`src/rtl/audio_stream_pkg.sv`:
```
// Shared types and constants for the stereo playback sequencer: state encoding,
// byte-slot positions inside a 32-bit frame and the frame-assembly helper.
package audio_stream_pkg;

    typedef enum logic [1:0] {
        ST_IDLE     = 2'd0,
        ST_PREFILL  = 2'd1,
        ST_PLAY     = 2'd2,
        ST_UNDERRUN = 2'd3
    } state_e;

    localparam int FRAME_BYTES = 4;

    // Wire order is L-low, L-high, R-low, R-high; frame layout is {L, R}.
    localparam int BYTE0_LSB = 16;
    localparam int BYTE1_LSB = 24;
    localparam int BYTE2_LSB = 0;
    localparam int BYTE3_LSB = 8;

    function automatic logic [31:0] insert_byte(input logic [31:0] frame,
                                                input logic [1:0]  idx,
                                                input logic [7:0]  data);
        logic [31:0] f;
        f = frame;
        case (idx)
            2'd0:    f[BYTE0_LSB +: 8] = data;
            2'd1:    f[BYTE1_LSB +: 8] = data;
            2'd2:    f[BYTE2_LSB +: 8] = data;
            2'd3:    f[BYTE3_LSB +: 8] = data;
            default: f = frame;
        endcase
        return f;
    endfunction

endpackage

```
`src/rtl/audio_stream_ctrl_if.sv`:
```
// Bus bundle between the playback sequencer and its neighbours (uart_rx, fifo,
// DACs). master = sequencer side, slave = surrounding path / bench side.
interface audio_stream_ctrl_if #(
    parameter int FILL_BITS = 13
);
    logic [7:0]           rx_data;
    logic                 rx_valid;
    logic                 rx_ready;
    logic [FILL_BITS-1:0] fifo_fill;
    logic                 fifo_empty;
    logic                 fifo_full;
    logic                 fifo_wr_en;
    logic [31:0]          fifo_wr_data;
    logic                 fifo_rd_en;
    logic                 dac_reset;
    logic [1:0]           state;
    logic                 overflow;
    logic                 underrun;

    modport master (
        input  rx_data, rx_valid, fifo_fill, fifo_empty, fifo_full,
        output rx_ready, fifo_wr_en, fifo_wr_data, fifo_rd_en,
               dac_reset, state, overflow, underrun
    );

    modport slave (
        output rx_data, rx_valid, fifo_fill, fifo_empty, fifo_full,
        input  rx_ready, fifo_wr_en, fifo_wr_data, fifo_rd_en,
               dac_reset, state, overflow, underrun
    );
endinterface

```
`src/rtl/sample_tick_gen.sv`:
```
// Free-running sample-rate divider: one-cycle tick whenever the counter wraps
// to 0. Never paused; the sequencer decides whether a tick matters.
module sample_tick_gen #(
    parameter int CLK_FREQ    = 12_000_000,
    parameter int SAMPLE_FREQ = 44_100
) (
    input  logic clk,
    input  logic reset_n,
    output logic tick
);
    localparam int DIV = CLK_FREQ / SAMPLE_FREQ;
    localparam int CW  = (DIV > 1) ? $clog2(DIV) : 1;

    logic [CW-1:0] cnt_q, cnt_d;
    logic          tick_q, tick_d;

    // Next count and wrap detection.
    always_comb begin
        cnt_d  = cnt_q;
        tick_d = 1'b0;
        if (cnt_q == CW'(DIV - 1)) begin
            cnt_d  = '0;
            tick_d = 1'b1;
        end else begin
            cnt_d  = cnt_q + CW'(1);
            tick_d = 1'b0;
        end
    end

    // Counter and tick registers.
    always_ff @(posedge clk or negedge reset_n) begin
        if (!reset_n) begin
            cnt_q  <= '0;
            tick_q <= 1'b0;
        end else begin
            cnt_q  <= cnt_d;
            tick_q <= tick_d;
        end
    end

    assign tick = tick_q;
endmodule

```
`src/rtl/audio_stream_ctrl.sv`:
```
// UART-to-FIFO-to-DAC playback sequencer: frame assembly with resync, paced
// FIFO reads, DAC reset and hysteretic CTS. Optional UNDERRUN_COUNT_EN macro
// adds a saturating underrun_count output.
module audio_stream_ctrl
    import audio_stream_pkg::*;
#(
    parameter int CLK_FREQ      = 12_000_000,
    parameter int SAMPLE_FREQ   = 44_100,
    parameter int FIFO_SIZE     = 4096,
    parameter int FILL_BITS     = $clog2(FIFO_SIZE) + 1,
    parameter int PREFILL_LEVEL = 2048,
    parameter int LOW_MARK      = 1228,
    parameter int HIGH_MARK     = 2048,
    parameter int RESYNC_CYCLES = 1200
) (
    input  logic                   clk,
    input  logic                   reset_n,
`ifdef UNDERRUN_COUNT_EN
    output logic [15:0]            underrun_count,
`endif
    audio_stream_ctrl_if.master    bus
);
    localparam int         RS_W     = $clog2(RESYNC_CYCLES + 1);
    localparam logic [1:0] LAST_IDX = 2'(FRAME_BYTES - 1);

    state_e            state_q, state_d;
    logic [1:0]        idx_q, idx_d;
    logic [31:0]       frame_q, frame_d;
    logic [RS_W-1:0]   rs_cnt_q, rs_cnt_d;
    logic              wr_en_q, wr_en_d;
    logic              overflow_q, overflow_d;
    logic              rd_en_q, rd_en_d;
    logic              underrun_q, underrun_d;
    logic              dac_reset_q, dac_reset_d;
    logic              rx_ready_q, rx_ready_d;
    logic              tick;

    sample_tick_gen #(
        .CLK_FREQ    (CLK_FREQ),
        .SAMPLE_FREQ (SAMPLE_FREQ)
    ) u_tick (
        .clk     (clk),
        .reset_n (reset_n),
        .tick    (tick)
    );

    // Frame assembly, overflow drop and partial-frame resync timeout.
    always_comb begin
        idx_d      = idx_q;
        frame_d    = frame_q;
        rs_cnt_d   = rs_cnt_q;
        wr_en_d    = 1'b0;
        overflow_d = overflow_q;
        if (bus.rx_valid) begin
            frame_d  = insert_byte(frame_q, idx_q, bus.rx_data);
            rs_cnt_d = '0;
            if (idx_q == LAST_IDX) begin
                idx_d = 2'd0;
                if (bus.fifo_full) begin
                    overflow_d = 1'b1;
                end else begin
                    wr_en_d = 1'b1;
                end
            end else begin
                idx_d = idx_q + 2'd1;
            end
        end else if (idx_q != 2'd0) begin
            if (rs_cnt_q == RS_W'(RESYNC_CYCLES - 1)) begin
                idx_d    = 2'd0;
                rs_cnt_d = '0;
            end else begin
                rs_cnt_d = rs_cnt_q + RS_W'(1);
            end
        end else begin
            rs_cnt_d = '0;
        end
    end

    // Playback state machine; reads and underrun detection only act in PLAY.
    always_comb begin
        state_d    = state_q;
        rd_en_d    = 1'b0;
        underrun_d = 1'b0;
        case (state_q)
            ST_IDLE: begin
                if (wr_en_q) state_d = ST_PREFILL;
                else         state_d = ST_IDLE;
            end
            ST_PREFILL: begin
                if (bus.fifo_fill >= FILL_BITS'(PREFILL_LEVEL)) state_d = ST_PLAY;
                else                                             state_d = ST_PREFILL;
            end
            ST_PLAY: begin
                if (tick && bus.fifo_empty) begin
                    state_d    = ST_UNDERRUN;
                    underrun_d = 1'b1;
                end else if (tick) begin
                    rd_en_d = 1'b1;
                end else begin
                    state_d = ST_PLAY;
                end
            end
            ST_UNDERRUN: begin
                if (wr_en_q) state_d = ST_PREFILL;
                else         state_d = ST_UNDERRUN;
            end
            default: state_d = ST_IDLE;
        endcase
    end

    // DAC reset follows the registered state; CTS uses hysteresis between marks.
    always_comb begin
        dac_reset_d = (state_q != ST_PLAY);
        rx_ready_d  = rx_ready_q;
        if (bus.fifo_fill >= FILL_BITS'(HIGH_MARK)) begin
            rx_ready_d = 1'b0;
        end else if (bus.fifo_fill <= FILL_BITS'(LOW_MARK)) begin
            rx_ready_d = 1'b1;
        end else begin
            rx_ready_d = rx_ready_q;
        end
    end

    // Sequencer state and output registers.
    always_ff @(posedge clk or negedge reset_n) begin
        if (!reset_n) begin
            state_q     <= ST_IDLE;
            idx_q       <= 2'd0;
            frame_q     <= 32'd0;
            rs_cnt_q    <= '0;
            wr_en_q     <= 1'b0;
            overflow_q  <= 1'b0;
            rd_en_q     <= 1'b0;
            underrun_q  <= 1'b0;
            dac_reset_q <= 1'b1;
            rx_ready_q  <= 1'b1;
        end else begin
            state_q     <= state_d;
            idx_q       <= idx_d;
            frame_q     <= frame_d;
            rs_cnt_q    <= rs_cnt_d;
            wr_en_q     <= wr_en_d;
            overflow_q  <= overflow_d;
            rd_en_q     <= rd_en_d;
            underrun_q  <= underrun_d;
            dac_reset_q <= dac_reset_d;
            rx_ready_q  <= rx_ready_d;
        end
    end

`ifdef UNDERRUN_COUNT_EN
    logic [15:0] ucnt_q, ucnt_d;

    // Saturating count of UNDERRUN entries.
    always_comb begin
        if (underrun_d && (ucnt_q != 16'hFFFF)) ucnt_d = ucnt_q + 16'd1;
        else                                    ucnt_d = ucnt_q;
    end

    // Underrun counter register.
    always_ff @(posedge clk or negedge reset_n) begin
        if (!reset_n) ucnt_q <= 16'd0;
        else          ucnt_q <= ucnt_d;
    end

    assign underrun_count = ucnt_q;
`endif

    assign bus.fifo_wr_en   = wr_en_q;
    assign bus.fifo_wr_data = frame_q;
    assign bus.fifo_rd_en   = rd_en_q;
    assign bus.dac_reset    = dac_reset_q;
    assign bus.rx_ready     = rx_ready_q;
    assign bus.state        = state_q;
    assign bus.overflow     = overflow_q;
    assign bus.underrun     = underrun_q;
endmodule

```
`src/flat_wrapper.sv`:
```
// flat-port wrapper written by rule: the top's interface ports become plain ports
module audio_stream_ctrl_flat import audio_stream_pkg::*;
#(
    parameter int CLK_FREQ      = 12_000_000,
    parameter int SAMPLE_FREQ   = 44_100,
    parameter int FIFO_SIZE     = 4096,
    parameter int FILL_BITS     = $clog2(FIFO_SIZE) + 1,
    parameter int PREFILL_LEVEL = 2048,
    parameter int LOW_MARK      = 1228,
    parameter int HIGH_MARK     = 2048,
    parameter int RESYNC_CYCLES = 1200
)
  (clk, reset_n, bus_rx_data, bus_rx_valid, bus_fifo_fill, bus_fifo_empty, bus_fifo_full, bus_rx_ready, bus_fifo_wr_en, bus_fifo_wr_data, bus_fifo_rd_en, bus_dac_reset, bus_state, bus_overflow, bus_underrun);
  audio_stream_ctrl_if #(.FILL_BITS(FILL_BITS)) bus_i ();
  input  logic clk;
  input  logic reset_n;
  input wire logic [$bits(bus_i.rx_data)-1:0] bus_rx_data;
  input wire logic [$bits(bus_i.rx_valid)-1:0] bus_rx_valid;
  input wire logic [$bits(bus_i.fifo_fill)-1:0] bus_fifo_fill;
  input wire logic [$bits(bus_i.fifo_empty)-1:0] bus_fifo_empty;
  input wire logic [$bits(bus_i.fifo_full)-1:0] bus_fifo_full;
  output wire logic [$bits(bus_i.rx_ready)-1:0] bus_rx_ready;
  output wire logic [$bits(bus_i.fifo_wr_en)-1:0] bus_fifo_wr_en;
  output wire logic [$bits(bus_i.fifo_wr_data)-1:0] bus_fifo_wr_data;
  output wire logic [$bits(bus_i.fifo_rd_en)-1:0] bus_fifo_rd_en;
  output wire logic [$bits(bus_i.dac_reset)-1:0] bus_dac_reset;
  output wire logic [$bits(bus_i.state)-1:0] bus_state;
  output wire logic [$bits(bus_i.overflow)-1:0] bus_overflow;
  output wire logic [$bits(bus_i.underrun)-1:0] bus_underrun;
  assign bus_i.rx_data = bus_rx_data;
  assign bus_i.rx_valid = bus_rx_valid;
  assign bus_i.fifo_fill = bus_fifo_fill;
  assign bus_i.fifo_empty = bus_fifo_empty;
  assign bus_i.fifo_full = bus_fifo_full;
  assign bus_rx_ready = bus_i.rx_ready;
  assign bus_fifo_wr_en = bus_i.fifo_wr_en;
  assign bus_fifo_wr_data = bus_i.fifo_wr_data;
  assign bus_fifo_rd_en = bus_i.fifo_rd_en;
  assign bus_dac_reset = bus_i.dac_reset;
  assign bus_state = bus_i.state;
  assign bus_overflow = bus_i.overflow;
  assign bus_underrun = bus_i.underrun;
  audio_stream_ctrl #(.CLK_FREQ(CLK_FREQ), .SAMPLE_FREQ(SAMPLE_FREQ), .FIFO_SIZE(FIFO_SIZE), .FILL_BITS(FILL_BITS), .PREFILL_LEVEL(PREFILL_LEVEL), .LOW_MARK(LOW_MARK), .HIGH_MARK(HIGH_MARK), .RESYNC_CYCLES(RESYNC_CYCLES)) u_core (.clk(clk), .reset_n(reset_n), .bus(bus_i));
endmodule
```
`config.mk`:
```
export PLATFORM = sky130hd
export DESIGN_NAME = audio_stream_ctrl_flat
export DESIGN_NICKNAME = d
export VERILOG_FILES = /design/src/rtl/audio_stream_pkg.sv /design/src/rtl/audio_stream_ctrl_if.sv /design/src/rtl/sample_tick_gen.sv /design/src/rtl/audio_stream_ctrl.sv /design/src/flat_wrapper.sv
export SDC_FILE = /design/constraint.sdc
export NUM_CORES = 1
export LEC_CHECK = 0
export BUFFER_PORTS_ARGS = -buffer_cell sky130_fd_sc_hd__buf_4
export CORE_MARGIN = 8
export CORE_UTILIZATION = 50
export DETAILED_ROUTE_END_ITERATION = 10
export PLACE_DENSITY = 0.82
export SKIP_LAST_GASP = 1
export SYNTH_ARGS = -nofsm -noshare
export SYNTH_HDL_FRONTEND = slang
export SYNTH_SLANG_ARGS = --single-unit
```
`constraint.sdc`:
```
create_clock -name clk -period 3.35 [get_ports clk]
set_clock_uncertainty 0.15 [all_clocks]
set_input_delay 0.335 -clock clk [delete_from_list [all_inputs] [get_ports clk]]
set_output_delay 0.335 -clock clk [all_outputs]
set_load 0.005 [all_outputs]
```
==> flow_metrics.env <==
export IMPL_grt_overflow=0
export IMPL_die_h_um=88.9
export IMPL_ys_seq_area_frac=0.594
export IMPL_ir_worst_vdd_mv=0.328
export IMPL_synth_simple_area_share=0.129
export IMPL_cts_setup_buffers=0
export IMPL_nFillCells=376
export IMPL_synth_area_leader_cell="dfrtp_1"
export IMPL_drc=0
export IMPL_die_width_um=88.9
export IMPL_cp_arrival_ps=2020
export IMPL_drt_wirelength_per_cell_um=16.2
export IMPL_grt_max_degree=64
export IMPL_rsz0062_at_grt="false"
export IMPL_setup_viol=0
export IMPL_grt_antenna_before_repair=0
export IMPL_tns_ps=0
export IMPL_synth_edf_count=0
export IMPL_hold_ws_ps=5.97
export IMPL_period_needed_ps=1900
export IMPL_status="finished clean"
export IMPL_pin_count=66
export IMPL_fp_coreArea_um2=5110
export IMPL_ant_nets=0
export IMPL_sw_frac_of_total=0.278
export IMPL_firstDrtPassIters=5
export IMPL_dr_first_iter_drc_count=39
export IMPL_start_util=0.520
export IMPL_numPortBuffers=65
export IMPL_hold_class="in2reg"
export IMPL_diodes=0
export IMPL_finalHoldViolCount=0
export IMPL_cts_buffers=9
export IMPL_cellPowerDensity_nw_per_um2=758
export IMPL_dieArea_um2=7900
export IMPL_drv_cap=0
export IMPL_start_kind="primary input"
export IMPL_synth_common_cells="61 x dfrtp_1, 32 x mux2_2, 12 x nor2_1"
export IMPL_ctsRootBufferMaster="clkbuf_8"
export IMPL_wl_met2_mm=3.05
export IMPL_viasPerCell=5.33
export IMPL_synth_fa_ha_area_frac=0.0282
export IMPL_cp_end_kind="flip-flop"
export IMPL_slew_viol_final=0
export IMPL_comb_power_share=0.309
export IMPL_synth_seq_cells=63
export IMPL_syn_inst=206
export IMPL_cts_sinks=63
export IMPL_cp_max_fo=1
export IMPL_num_vias=1902
export IMPL_post_route_period_util=0.566
export IMPL_muxShareOfSynthArea=0.136
export IMPL_power_frac_seq=0.440
export IMPL_hp_start="bus_fifo_full"
export IMPL_place_gp_congestion=0.844
export IMPL_fp_row_count=26
export IMPL_syn_to_final_growth_pct=29.8
export IMPL_yosys_top_cells_area="dfrtp_1 57%, mux2_2 14%, ha_1 2.8%"
export IMPL_grtUsageTotal=0.153
export IMPL_critPathKind="in2reg"
export IMPL_clock_tree_buffer_depth=2
export IMPL_synth_xor_area_frac=0.0231
export IMPL_top_layer_used="met4"
export IMPL_synth_area_um2=2660
export IMPL_clkPwrFrac=0.250
export IMPL_wl_met1_mm=2.31
export IMPL_max_slew_margin=0.483
export IMPL_crit_start="bus_fifo_fill[9]"
export IMPL_worstMarginPinSlew_ps=776
export IMPL_routed_wl_mm=5.80
export IMPL_required_ps=3470
export IMPL_finalPower_w=0.00262
export IMPL_dr_wl_met3_um=269
export IMPL_syn_area_per_cell_um2=12.9
export IMPL_synth_compound_area_frac=0.0753
export IMPL_dp_hpwl_mm=4.15
export IMPL_synthFlopType="dfrtp_1"
export IMPL_synth_top_area_frac=0.574
export IMPL_async_reset_ff_frac=1.00
export IMPL_yosys_warnings=0
export IMPL_max_freq_mhz=527
export IMPL_synth_top_family_by_area="multiplexers"
export IMPL_synth_most_common_cell="dfrtp_1"
export IMPL_h_tree_depth=3
export IMPL_grt_pass1_wl_mm=9.09
export IMPL_p_int_w=0.00189
export IMPL_leakagePower_nw=1.60
export IMPL_drive_gt1_frac=0.429
export IMPL_p_switching_w=0.000728
export IMPL_grt_pass1_vias=1920
export IMPL_nets=315
export IMPL_clock_latency_ps=330
export IMPL_clk_pin_slew_ps=70
export IMPL_yosysUniqueCellTypes=41
export IMPL_rr_startpoint="u_core.idx_q[0]"
export IMPL_synth_nets=238
export IMPL_tritoncts="done"
[registers in the layout (all words and copies together), names as in the netlist]
signal,count
u_core.bus.underrun,1
u_core.bus.dac_reset,1
u_core.u_tick.tick,1
u_core.bus.rx_ready,1
u_core.rs_cnt_q,11
u_core.bus.fifo_wr_data,32
u_core.bus.fifo_rd_en,1
u_core.bus.state,2
u_core.idx_q,2
u_core.u_tick.cnt_q,9
u_core.bus.overflow,1
u_core.bus.fifo_wr_en,1
[logic make-up (layout without fill, tap and decap cells)]
kind of cell	count (synthesis)	in the layout
and+or+nand+nor	59	59
DFF	63	63
adders and majority gates	6	6
buffers and inverters	10	91
AOI/OAI and AO/OA	29	29
xor gates and xnor gates	7	7
muxes	32	32
[cell usage in the layout, fill, tap and decap left out, types with 3 or more instances in the layout]
cell | netlist | routed
nand4_1 | 3 | 3
xor2_1 | 3 | 3
nor2_1 | 12 | 12
dlygate4sd3_1 | 0 | 3
nand2_1 | 11 | 11
and3_1 | 3 | 3
ha_1 | 6 | 6
inv_1 | 8 | 8
o21ai_0 | 7 | 7
o31ai_1 | 3 | 3
xnor2_1 | 4 | 4
clkbuf_8 | 0 | 11
clkinv_2 | 0 | 3
a21oi_1 | 8 | 8
dfrtp_1 | 61 | 61
or3_1 | 3 | 3
mux2_2 | 32 | 32
nand3_1 | 8 | 8
buf_4 | 0 | 65
[metal layers]
layer / track usage / vias up
met5: 0 / -
met4: 0.0891 / 0
met3: 0.0322 / 13
met2: 0.274 / 46
met1: 0.161 / 940
li1: - / 903
[path summary, 6_finish.rpt]
check / end / slack [ps] / cells past startpoint
max reg2reg: u_core.rs_cnt_q[4] / 1530 / 5
min: u_core.bus.fifo_wr_en / 6 / 2
max: u_core.bus.rx_ready / 1450 / 4
max in group asynchronous: u_core.bus.fifo_wr_data[20] / 2070 / 2
min reg2reg: u_core.rs_cnt_q[0] / 340 / 1
min in group asynchronous: u_core.bus.fifo_wr_data[30] / 460 / 2
[area by class of cell]
class | count | area [um^2] | area share
clock buffer | 11 | 151 | 0.0439
tap | 70 | 87.6 | 0.0254
sequential | 63 | 1580 | 0.458
timing repair buffer | 68 | 518 | 0.150
multi-input combinational | 133 | 1040 | 0.301
clock inverter | 4 | 45.0 | 0.0131
inverter | 8 | 30.0 | 0.00870
[critical path: stages]
cell and delay, ps:
dlygate4sd3_1 540, buf_4 130, o41ai_1 390, dlygate4sd3_1 630
[power groups by stage]
stage,sequential (W),combinational (W),clock [W]
after floorplan,0.00116,0.000339,0
after global placement,0.00115,0.000801,0
after detailed placement,0.00116,0.000827,0
after CTS,0.00115,0.000831,0.000665
after global routing,0.00119,0.000878,0.000702
final,0.00115,0.000809,0.000655
[through the flow]
step	utilization	std cells	cell area (um^2)	setup slack [ps]
4_1_cts	0.676	357	3450	1540
6_report	0.676	357	3450	1450
3_3_place_gp	0.631	339	3220	1610
5_1_grt	0.676	357	3450	1420
3_5_place_dp	0.631	339	3220	1570
2_1_floorplan	-	206	2660	1730
[repair_timing]
item                      in CTS  in global routing
hold buffers                   3                  0
hold endpoints to repair      62                  0
gates resized for setup        0                  0
(Power assumes the default switching activity.)
